**config.mk**
```make
export PLATFORM = sky130hd
export DESIGN_NAME = lcd_cfah_ctrl
export DESIGN_NICKNAME = d
export VERILOG_FILES = /design/src/rtl/lcd_cfah_pkg.sv /design/src/rtl/lcd_cfah_delay_cnt.sv /design/src/rtl/lcd_cfah_ctrl.sv
export SDC_FILE = /design/constraint.sdc
export NUM_CORES = 1
export LEC_CHECK = 0
export CAP_MARGIN = 40
export CORE_MARGIN = 4
export CORE_UTILIZATION = 45
export CTS_CLUSTER_SIZE = 8
export DETAILED_ROUTE_END_ITERATION = 8
export HOLD_SLACK_MARGIN = 0.1
export PLACE_DENSITY = 0.76
export SLEW_MARGIN = 10
export SYNTH_ARGS = -nofsm -noshare
export SYNTH_HDL_FRONTEND = slang
export SYNTH_SLANG_ARGS = --single-unit
```
**constraint.sdc**
```tcl
create_clock -name clk -period 5.1 [get_ports clk]
set_clock_uncertainty 0.15 [all_clocks]
set_input_delay 1.02 -clock clk [delete_from_list [all_inputs] [get_ports clk]]
set_output_delay 1.02 -clock clk [all_outputs]
set_load 0.02 [all_outputs]
```
**src/rtl/lcd_cfah_pkg.sv**
```systemverilog
`timescale 1ns/1ps
`default_nettype none
// +----------------------------------------------------------------------------+
// | lcd_cfah_pkg : shared types, init ROM and delay helpers for lcd_cfah_ctrl  |
// | Rev 1.0                                                                    |
// +----------------------------------------------------------------------------+
package lcd_cfah_pkg;

    typedef enum logic [2:0] {
        PWR_WAIT   = 3'd0,
        INIT_ISSUE = 3'd1,
        ISSUE_WAIT = 3'd2,
        POST_WAIT  = 3'd3,
        READY      = 3'd4
`ifdef LCD_CFAH_CTRL_BUSY_POLL_EN
        ,
        POLL_ISSUE = 3'd5,
        POLL_WAIT  = 3'd6
`endif
    } state_t;

    // Entry 0 is sent first.
    localparam logic [3:0][7:0] c_init_rom = {8'h06, 8'h01, 8'h0C, 8'h38};
    localparam int c_busy_bit = 7;
    localparam int c_dly_w    = 32;

    function automatic logic [c_dly_w-1:0] f_us_to_cycles(input int us, input int period_ns);
        longint n;
        n = (longint'(us) * 1000 + longint'(period_ns) - 1) / longint'(period_ns);
        if (n < 1) n = 1;
        return n[c_dly_w-1:0];
    endfunction

    // Clear display / return home need the long settle time.
    function automatic logic f_is_clear(input logic rs, input logic [7:0] d);
        return !rs && (d >= 8'h01) && (d <= 8'h03);
    endfunction

endpackage
`default_nettype wire

```
**src/rtl/lcd_cfah_delay_cnt.sv**
```systemverilog
`timescale 1ns/1ps
`default_nettype none
// +----------------------------------------------------------------------------+
// | lcd_cfah_delay_cnt : loadable down-counter, one-cycle done after N cycles  |
// | Rev 1.0                                                                    |
// +----------------------------------------------------------------------------+
module lcd_cfah_delay_cnt #(
    parameter int W = 32
) (
    input  logic         clk,
    input  logic         rst_n,
    input  logic         i_start,
    input  logic [W-1:0] i_value,
    output logic         o_done,
    output logic         o_busy
);

    logic [W-1:0] r_cnt;
    logic         r_busy;

    always_ff @(posedge clk or negedge rst_n) begin
        if (!rst_n) begin
            r_cnt  <= '0;
            r_busy <= 1'b0;
        end else if (i_start) begin
            r_cnt  <= i_value;
            r_busy <= 1'b1;
        end else if (r_busy) begin
            r_cnt <= r_cnt - W'(1);
            if (r_cnt == W'(1)) r_busy <= 1'b0;
        end
    end

    assign o_done = r_busy && (r_cnt == W'(1));
    assign o_busy = r_busy;

endmodule
`default_nettype wire

```
**src/rtl/lcd_cfah_ctrl.sv**
```systemverilog
`timescale 1ns/1ps
`default_nettype none
// +----------------------------------------------------------------------------+
// | lcd_cfah_ctrl : power-up/init sequencer and command front end for the LCD  |
// | bus interface. Define LCD_CFAH_CTRL_BUSY_POLL_EN for busy-flag completion. |
// | Rev 1.0                                                                    |
// +----------------------------------------------------------------------------+
module lcd_cfah_ctrl
    import lcd_cfah_pkg::*;
#(
    parameter int G_CLK_PERIOD_NS = 20,
    parameter int G_PWR_UP_US     = 40000,
    parameter int G_CMD_WAIT_US   = 40,
    parameter int G_CLR_WAIT_US   = 1640,
    parameter int G_POLL_MAX      = 255
) (
    input  logic       clk,
    input  logic       rst_n,
    input  logic       i_cmd_valid,
    input  logic       i_cmd_rs,
    input  logic [7:0] i_cmd_data,
    output logic       o_cmd_ready,
    output logic       o_init_done,
    output logic       o_err,
    output logic [7:0] o_itf_wdata,
    output logic       o_itf_rs,
    output logic       o_itf_rw,
    output logic       o_itf_start,
    input  logic       i_itf_done,
    input  logic [7:0] i_itf_rdata
);

    localparam logic [c_dly_w-1:0] c_pwr_cycles = f_us_to_cycles(G_PWR_UP_US, G_CLK_PERIOD_NS);
    localparam logic [c_dly_w-1:0] c_cmd_cycles = f_us_to_cycles(G_CMD_WAIT_US, G_CLK_PERIOD_NS);
    localparam logic [c_dly_w-1:0] c_clr_cycles = f_us_to_cycles(G_CLR_WAIT_US, G_CLK_PERIOD_NS);

    state_t             r_state, w_next, w_after;
    logic [1:0]         r_rom_idx;
    logic               r_initing;
    logic               r_itf_start, r_itf_rs, r_itf_rw, r_cmd_ready, r_init_done, r_err;
    logic [7:0]         r_itf_wdata;
    logic               w_start_n, w_rs_n, w_rw_n, w_ready_n, w_init_done_n, w_err_n;
    logic [7:0]         w_wdata_n;
    logic               w_dly_start, w_dly_done, w_dly_busy;
    logic [c_dly_w-1:0] w_dly_value;
    logic               w_accept, w_use_poll, w_complete, w_init_last;
    logic               w_unused_rdata;

    assign w_unused_rdata = ^i_itf_rdata;
    assign w_accept       = (r_state == READY) && i_cmd_valid;
    assign w_init_last    = r_initing && (r_rom_idx == 2'd3);
    assign w_after        = (r_initing && !w_init_last) ? INIT_ISSUE : READY;

`ifdef LCD_CFAH_CTRL_BUSY_POLL_EN
    localparam int c_poll_w = $clog2(G_POLL_MAX + 1);
    logic [c_poll_w-1:0] r_poll_cnt;
    logic                w_poll_last, w_poll_again;

    assign w_poll_last  = (int'(r_poll_cnt) + 1) >= G_POLL_MAX;
    assign w_poll_again = i_itf_rdata[c_busy_bit] && !w_poll_last;
    // The first init word goes out before the busy flag is trustworthy.
    assign w_use_poll   = !(r_initing && (r_rom_idx == 2'd0));
    assign w_complete   = ((r_state == POST_WAIT) && w_dly_done) ||
                          ((r_state == POLL_WAIT) && i_itf_done && !w_poll_again);

    always_ff @(posedge clk or negedge rst_n) begin
        if (!rst_n)                                   r_poll_cnt <= '0;
        else if (r_state == ISSUE_WAIT)               r_poll_cnt <= '0;
        else if ((r_state == POLL_WAIT) && i_itf_done) r_poll_cnt <= r_poll_cnt + c_poll_w'(1);
    end
`else
    assign w_use_poll = 1'b0;
    assign w_complete = (r_state == POST_WAIT) && w_dly_done;
`endif

    assign w_dly_start = ((r_state == PWR_WAIT) && !w_dly_busy) ||
                         ((r_state == ISSUE_WAIT) && i_itf_done && !w_use_poll);
    assign w_dly_value = (r_state == PWR_WAIT) ? c_pwr_cycles :
                         f_is_clear(r_itf_rs, r_itf_wdata) ? c_clr_cycles : c_cmd_cycles;

    lcd_cfah_delay_cnt #(
        .W (c_dly_w)
    ) u_dly (
        .clk     (clk),
        .rst_n   (rst_n),
        .i_start (w_dly_start),
        .i_value (w_dly_value),
        .o_done  (w_dly_done),
        .o_busy  (w_dly_busy)
    );

    always_ff @(posedge clk or negedge rst_n) begin
        if (!rst_n) begin
            r_state     <= PWR_WAIT;
            r_rom_idx   <= 2'd0;
            r_initing   <= 1'b1;
            r_itf_start <= 1'b0;
            r_itf_wdata <= 8'h00;
            r_itf_rs    <= 1'b0;
            r_itf_rw    <= 1'b0;
            r_cmd_ready <= 1'b0;
            r_init_done <= 1'b0;
            r_err       <= 1'b0;
        end else begin
            r_state     <= w_next;
            r_itf_start <= w_start_n;
            r_itf_wdata <= w_wdata_n;
            r_itf_rs    <= w_rs_n;
            r_itf_rw    <= w_rw_n;
            r_cmd_ready <= w_ready_n;
            r_init_done <= w_init_done_n;
            r_err       <= w_err_n;
            if (w_complete) begin
                if (w_init_last)    r_initing <= 1'b0;
                else if (r_initing) r_rom_idx <= r_rom_idx + 2'd1;
            end
        end
    end

    always_comb begin
        w_next = r_state;
        case (r_state)
            PWR_WAIT:   if (w_dly_done) w_next = INIT_ISSUE;
            INIT_ISSUE: w_next = ISSUE_WAIT;
            ISSUE_WAIT: if (i_itf_done) begin
`ifdef LCD_CFAH_CTRL_BUSY_POLL_EN
                w_next = w_use_poll ? POLL_ISSUE : POST_WAIT;
`else
                w_next = POST_WAIT;
`endif
            end
            POST_WAIT:  if (w_dly_done) w_next = w_after;
            READY:      if (w_accept) w_next = ISSUE_WAIT;
`ifdef LCD_CFAH_CTRL_BUSY_POLL_EN
            POLL_ISSUE: w_next = POLL_WAIT;
            POLL_WAIT:  if (i_itf_done) w_next = w_poll_again ? POLL_ISSUE : w_after;
`endif
            default:    w_next = PWR_WAIT;
        endcase
    end

    // Bus fields are only reloaded when a transfer launches, so they stay put until done.
    always_comb begin
        w_start_n     = 1'b0;
        w_wdata_n     = r_itf_wdata;
        w_rs_n        = r_itf_rs;
        w_rw_n        = r_itf_rw;
        w_ready_n     = (w_next == READY);
        w_init_done_n = r_init_done || (w_next == READY);
        w_err_n       = r_err;
        if (r_state == INIT_ISSUE) begin
            w_start_n = 1'b1;
            w_wdata_n = c_init_rom[r_rom_idx];
            w_rs_n    = 1'b0;
            w_rw_n    = 1'b0;
        end
        if (w_accept) begin
            w_start_n = 1'b1;
            w_wdata_n = i_cmd_data;
            w_rs_n    = i_cmd_rs;
            w_rw_n    = 1'b0;
        end
`ifdef LCD_CFAH_CTRL_BUSY_POLL_EN
        if (r_state == POLL_ISSUE) begin
            w_start_n = 1'b1;
            w_wdata_n = 8'h00;
            w_rs_n    = 1'b0;
            w_rw_n    = 1'b1;
        end
        if ((r_state == POLL_WAIT) && i_itf_done && i_itf_rdata[c_busy_bit] && w_poll_last)
            w_err_n = 1'b1;
`endif
    end

    assign o_itf_start = r_itf_start;
    assign o_itf_wdata = r_itf_wdata;
    assign o_itf_rs    = r_itf_rs;
    assign o_itf_rw    = r_itf_rw;
    assign o_cmd_ready = r_cmd_ready;
    assign o_init_done = r_init_done;
    assign o_err       = r_err;

endmodule
`default_nettype wire

```
==> impl_metrics.json <==
{
  "synth.lib_cells_used.distinct": 53,
  "syn-cell-area_mm2": 0.00283,
  "antenna_cells_inserted": 0,
  "port-buffer-count": 24,
  "detail_route.first_pass.iterations": 4,
  "grt_use_total": 0.181,
  "cpLargestDelayFamily": "buffers and inverters",
  "synth_area_leaders": "sky130_fd_sc_hd__dfrtp_1 (44%), sky130_fd_sc_hd__nor2_1 (5.6%), sky130_fd_sc_hd__o21ai_0 (3.5%)",
  "layout-drive-gt1-share": 0.0838,
  "critPathArrivalTime_ns": 2.91,
  "setup_repair_after_global_routing_missed_its_margin": "false",
  "synth.yosys.seq_area_share": 0.451,
  "critical_path.startpoint": "i_itf_done",
  "post_cts_resize_count": 0,
  "detail_route.vias_per_cell": 5.86,
  "layout.nets": 359,
  "synth_area_per_cell_um2": 9.05,
  "worstSetupPathType": "in2reg",
  "design_area_mm2": 0.00320,
  "mostFrequentLayoutCells": "sky130_fd_sc_hd__dfrtp_1 (50), sky130_fd_sc_hd__nor2_1 (42), sky130_fd_sc_hd__nand2_1 (25)",
  "p_sw_frac": 0.372,
  "total_power_mw": 1.22,
  "maximum_buffer_depth_of_the_clock_tree": 2,
  "fp.dieW_um": 87.4,
  "numCtsBuffers": 5,
  "io_pins": 35,
  "globalplace.congestion": 0.928,
  "finalSetupTns_ns": 0,
  "power.leakage_nw": 1.28,
  "critical_path.max_stage_delay_ns": 0.55,
  "grt_pass1_wl_mm": 11.0,
  "leading_cell_type_in_the_layout_fill_and_taps_excluded": "sky130_fd_sc_hd__dfrtp_1",
  "core.rowCount": 28,
  "clk-insertion-delay-late_ns": 0.31,
  "tritoncts": "yes",
  "post_drt_wl_per_cell_um": 15.6,
  "synth-simple-area-share": 0.273,
  "min_period_over_period": 0.562,
  "stdcell_count": 409,
  "ys_dominant_reg_cell": "sky130_fd_sc_hd__dfrtp_1",
  "die_area_mm2": 0.00763,
  "drc_errors": 0,
  "clk_pin_slew_worst_paths_ns": 0.09,
  "core_area_mm2": 0.00603,
  "worst_setup_path_start_kind": "input port",
  "synth_top_family_by_area": "simple AND/OR/NAND/NOR gates",
  "hold_viol_final": 0,
  "postSynthCellCount": 313,
  "post_synth_fa_ha_maj_area_fraction": 0.0221,
  "async_flop_share": 1.00,
  "timing.final.max_slew_violations": 0,
  "critical_path_required_ns": 5.15,
  "synth.top_cell.area_share": 0.442,
  "critical_path.slowest_cell": "sky130_fd_sc_hd__and3_1",
  "utilization": 0.531,
  "finalWorstSetupSlack_ns": 2.24,
  "cp_cell_sequence": "clkdlybuf4s50_1 -> nand2b_1 -> and3_1 -> buf_4 -> nor2_1 -> a31o_2",
  "vdd.ir_drop.worst_mv": 0.233,
  "maxClockFrequency_mhz": 349,
  "worst-slew-pin-transition_ns": 0.793,
  "detailed_place.area_mm2": 0.00311,
  "post_synth_xor_area_fraction": 0.0433,
  "synth_top_area_cell": "sky130_fd_sc_hd__dfrtp_1",
  "worst_slew_margin_rel": 0.464,
  "cts_htree_levels": 2,
  "cts.repair_timing.setup_buffer_count": 0,
  "initial_utilization": 0.470,
  "final-setup-viol-count": 0,
  "yosys_warnings": 0,
  "post-place-ws_ns": 1.93,
  "hold_slack_ns": 0.307,
  "status": "finished, final reports clean",
  "total_number_of_vias": 2396,
  "hold_sp": "r_initing",
  "route.antenna.remaining_nets": 0,
  "first_global_vias": 2374,
  "power_density_mw_per_mm2": 382,
  "intPower_mw": 0.766,
  "synth-edff-count": 0,
  "clk_root_buffer_cell": "sky130_fd_sc_hd__clkbuf_8",
  "pin_count_of_the_biggest_net_entering_global_routing": 52,
  "synthMuxAreaShare": 0.0230,
  "placed_cells": 401,
  "p_comb_frac": 0.300,
  "antenna_found_initial": 0,
  "pwr-share-clk": 0.190,
  "fillers": 573,
  "post-dp-hpwl_mm": 4.56,
  "worst-path-buf-inv": 2,
  "netSwitchingPower_mw": 0.454,
  "postSynthRegisterBits": 51,
  "syn_to_final_growth_pct": 12.8,
  "fp.dieH_um": 87.4,
  "cts_num_sinks": 51,
  "endpoint_kind": "register",
  "quantity_of_hold_fixing_buffers_added_after_cts": 0,
  "layout_min_cycle_time_ns": 2.86,
  "synth_compound_gate_area_share": 0.143,
  "crit-reg2reg-launch": "u_dly.r_cnt[17]",
  "drtIter0Drc": 147,
  "power_frac_seq": 0.510,
  "critical_path_peak_fanout": 15,
  "routed_wirelength_mm": 6.38,
  "tightest_hold_check_type": "reg2reg",
  "max_cap_violations": 0,
  "global_route.overflow_total": 0
}
-- metal layers --
metal | vias up | global-route usage | share of wire
met5 | - | 0 | 0
met2 | 75 | 0.288 | 0.48
met4 | 0 | 0.0683 | 0.014
met1 | 1147 | 0.244 | 0.46
li1 | 1163 | - | -
met3 | 11 | 0.0360 | 0.053
-- power by group through the flow --
stage | registers [mW] | logic, mW | clock network (mW)
2_1_floorplan | 0.611 | 0.249 | 0
3_3_place_gp | 0.620 | 0.356 | 0
3_5_place_dp | 0.626 | 0.364 | 0
4_1_cts | 0.619 | 0.368 | 0.239
5_1_grt | 0.640 | 0.414 | 0.255
6_report | 0.623 | 0.366 | 0.232
-- kinds of logic (layout without fill, tap and decap cells) --
family | Yosys count | after routing
DFF | 51 | 51
and+or+nand+nor | 145 | 145
xor gates and xnor gates | 14 | 14
muxes | 6 | 6
buffers and inverters | 26 | 46
adders and majority gates | 5 | 5
AOI/OAI and AO/OA | 65 | 65
other | 1 | 2
-- path summary, 6_finish.rpt --
check | slack, ns | endpoint | cells past startpoint
worst max-delay path | 2.24 | u_dly.r_cnt[29] | 6
max in group asynchronous | 3.71 | u_dly.r_cnt[9] | 2
worst min register to register | 0.31 | r_initing | 1
worst max register to register | 2.28 | u_dly.r_cnt[26] | 5
min in group asynchronous | 0.67 | u_dly.r_cnt[31] | 2
worst min-delay path | 0.31 | r_initing | 1
-- Yosys cell counts (5+ instances only) --
cell type,count
sky130_fd_sc_hd__dfrtp_1,50
sky130_fd_sc_hd__nor2_1,42
sky130_fd_sc_hd__nand2_1,25
sky130_fd_sc_hd__o21ai_0,20
sky130_fd_sc_hd__a21oi_1,15
sky130_fd_sc_hd__nor3_1,15
sky130_fd_sc_hd__nor4_1,13
sky130_fd_sc_hd__clkbuf_1,12
sky130_fd_sc_hd__inv_1,10
sky130_fd_sc_hd__xnor2_1,10
sky130_fd_sc_hd__or3_1,9
sky130_fd_sc_hd__nand3_1,8
sky130_fd_sc_hd__a31oi_1,6
sky130_fd_sc_hd__ha_1,5
sky130_fd_sc_hd__mux2i_1,5
sky130_fd_sc_hd__nand2b_1,5
-- registers in the layout, indices dropped and copies added, names as in the netlist --
name          cells
o_cmd_ready       1
o_init_done       1
o_itf_rs          1
o_itf_start       1
o_itf_wdata       8
r_initing         1
r_rom_idx         2
r_state           3
u_dly.o_busy      1
u_dly.r_cnt      32
-- area by class of cell --
cell class | count | area [um^2] | share of cell area
multi-input combinational | 237 | 1440 | 0.450
sequential | 51 | 1280 | 0.399
timing repair buffer | 28 | 265 | 0.0829
tap | 75 | 93.8 | 0.0293
clock buffer | 6 | 72.6 | 0.0227
inverter | 10 | 37.5 | 0.0117
clock inverter | 2 | 13.8 | 0.00430
Power figures use the tool's default switching activity.
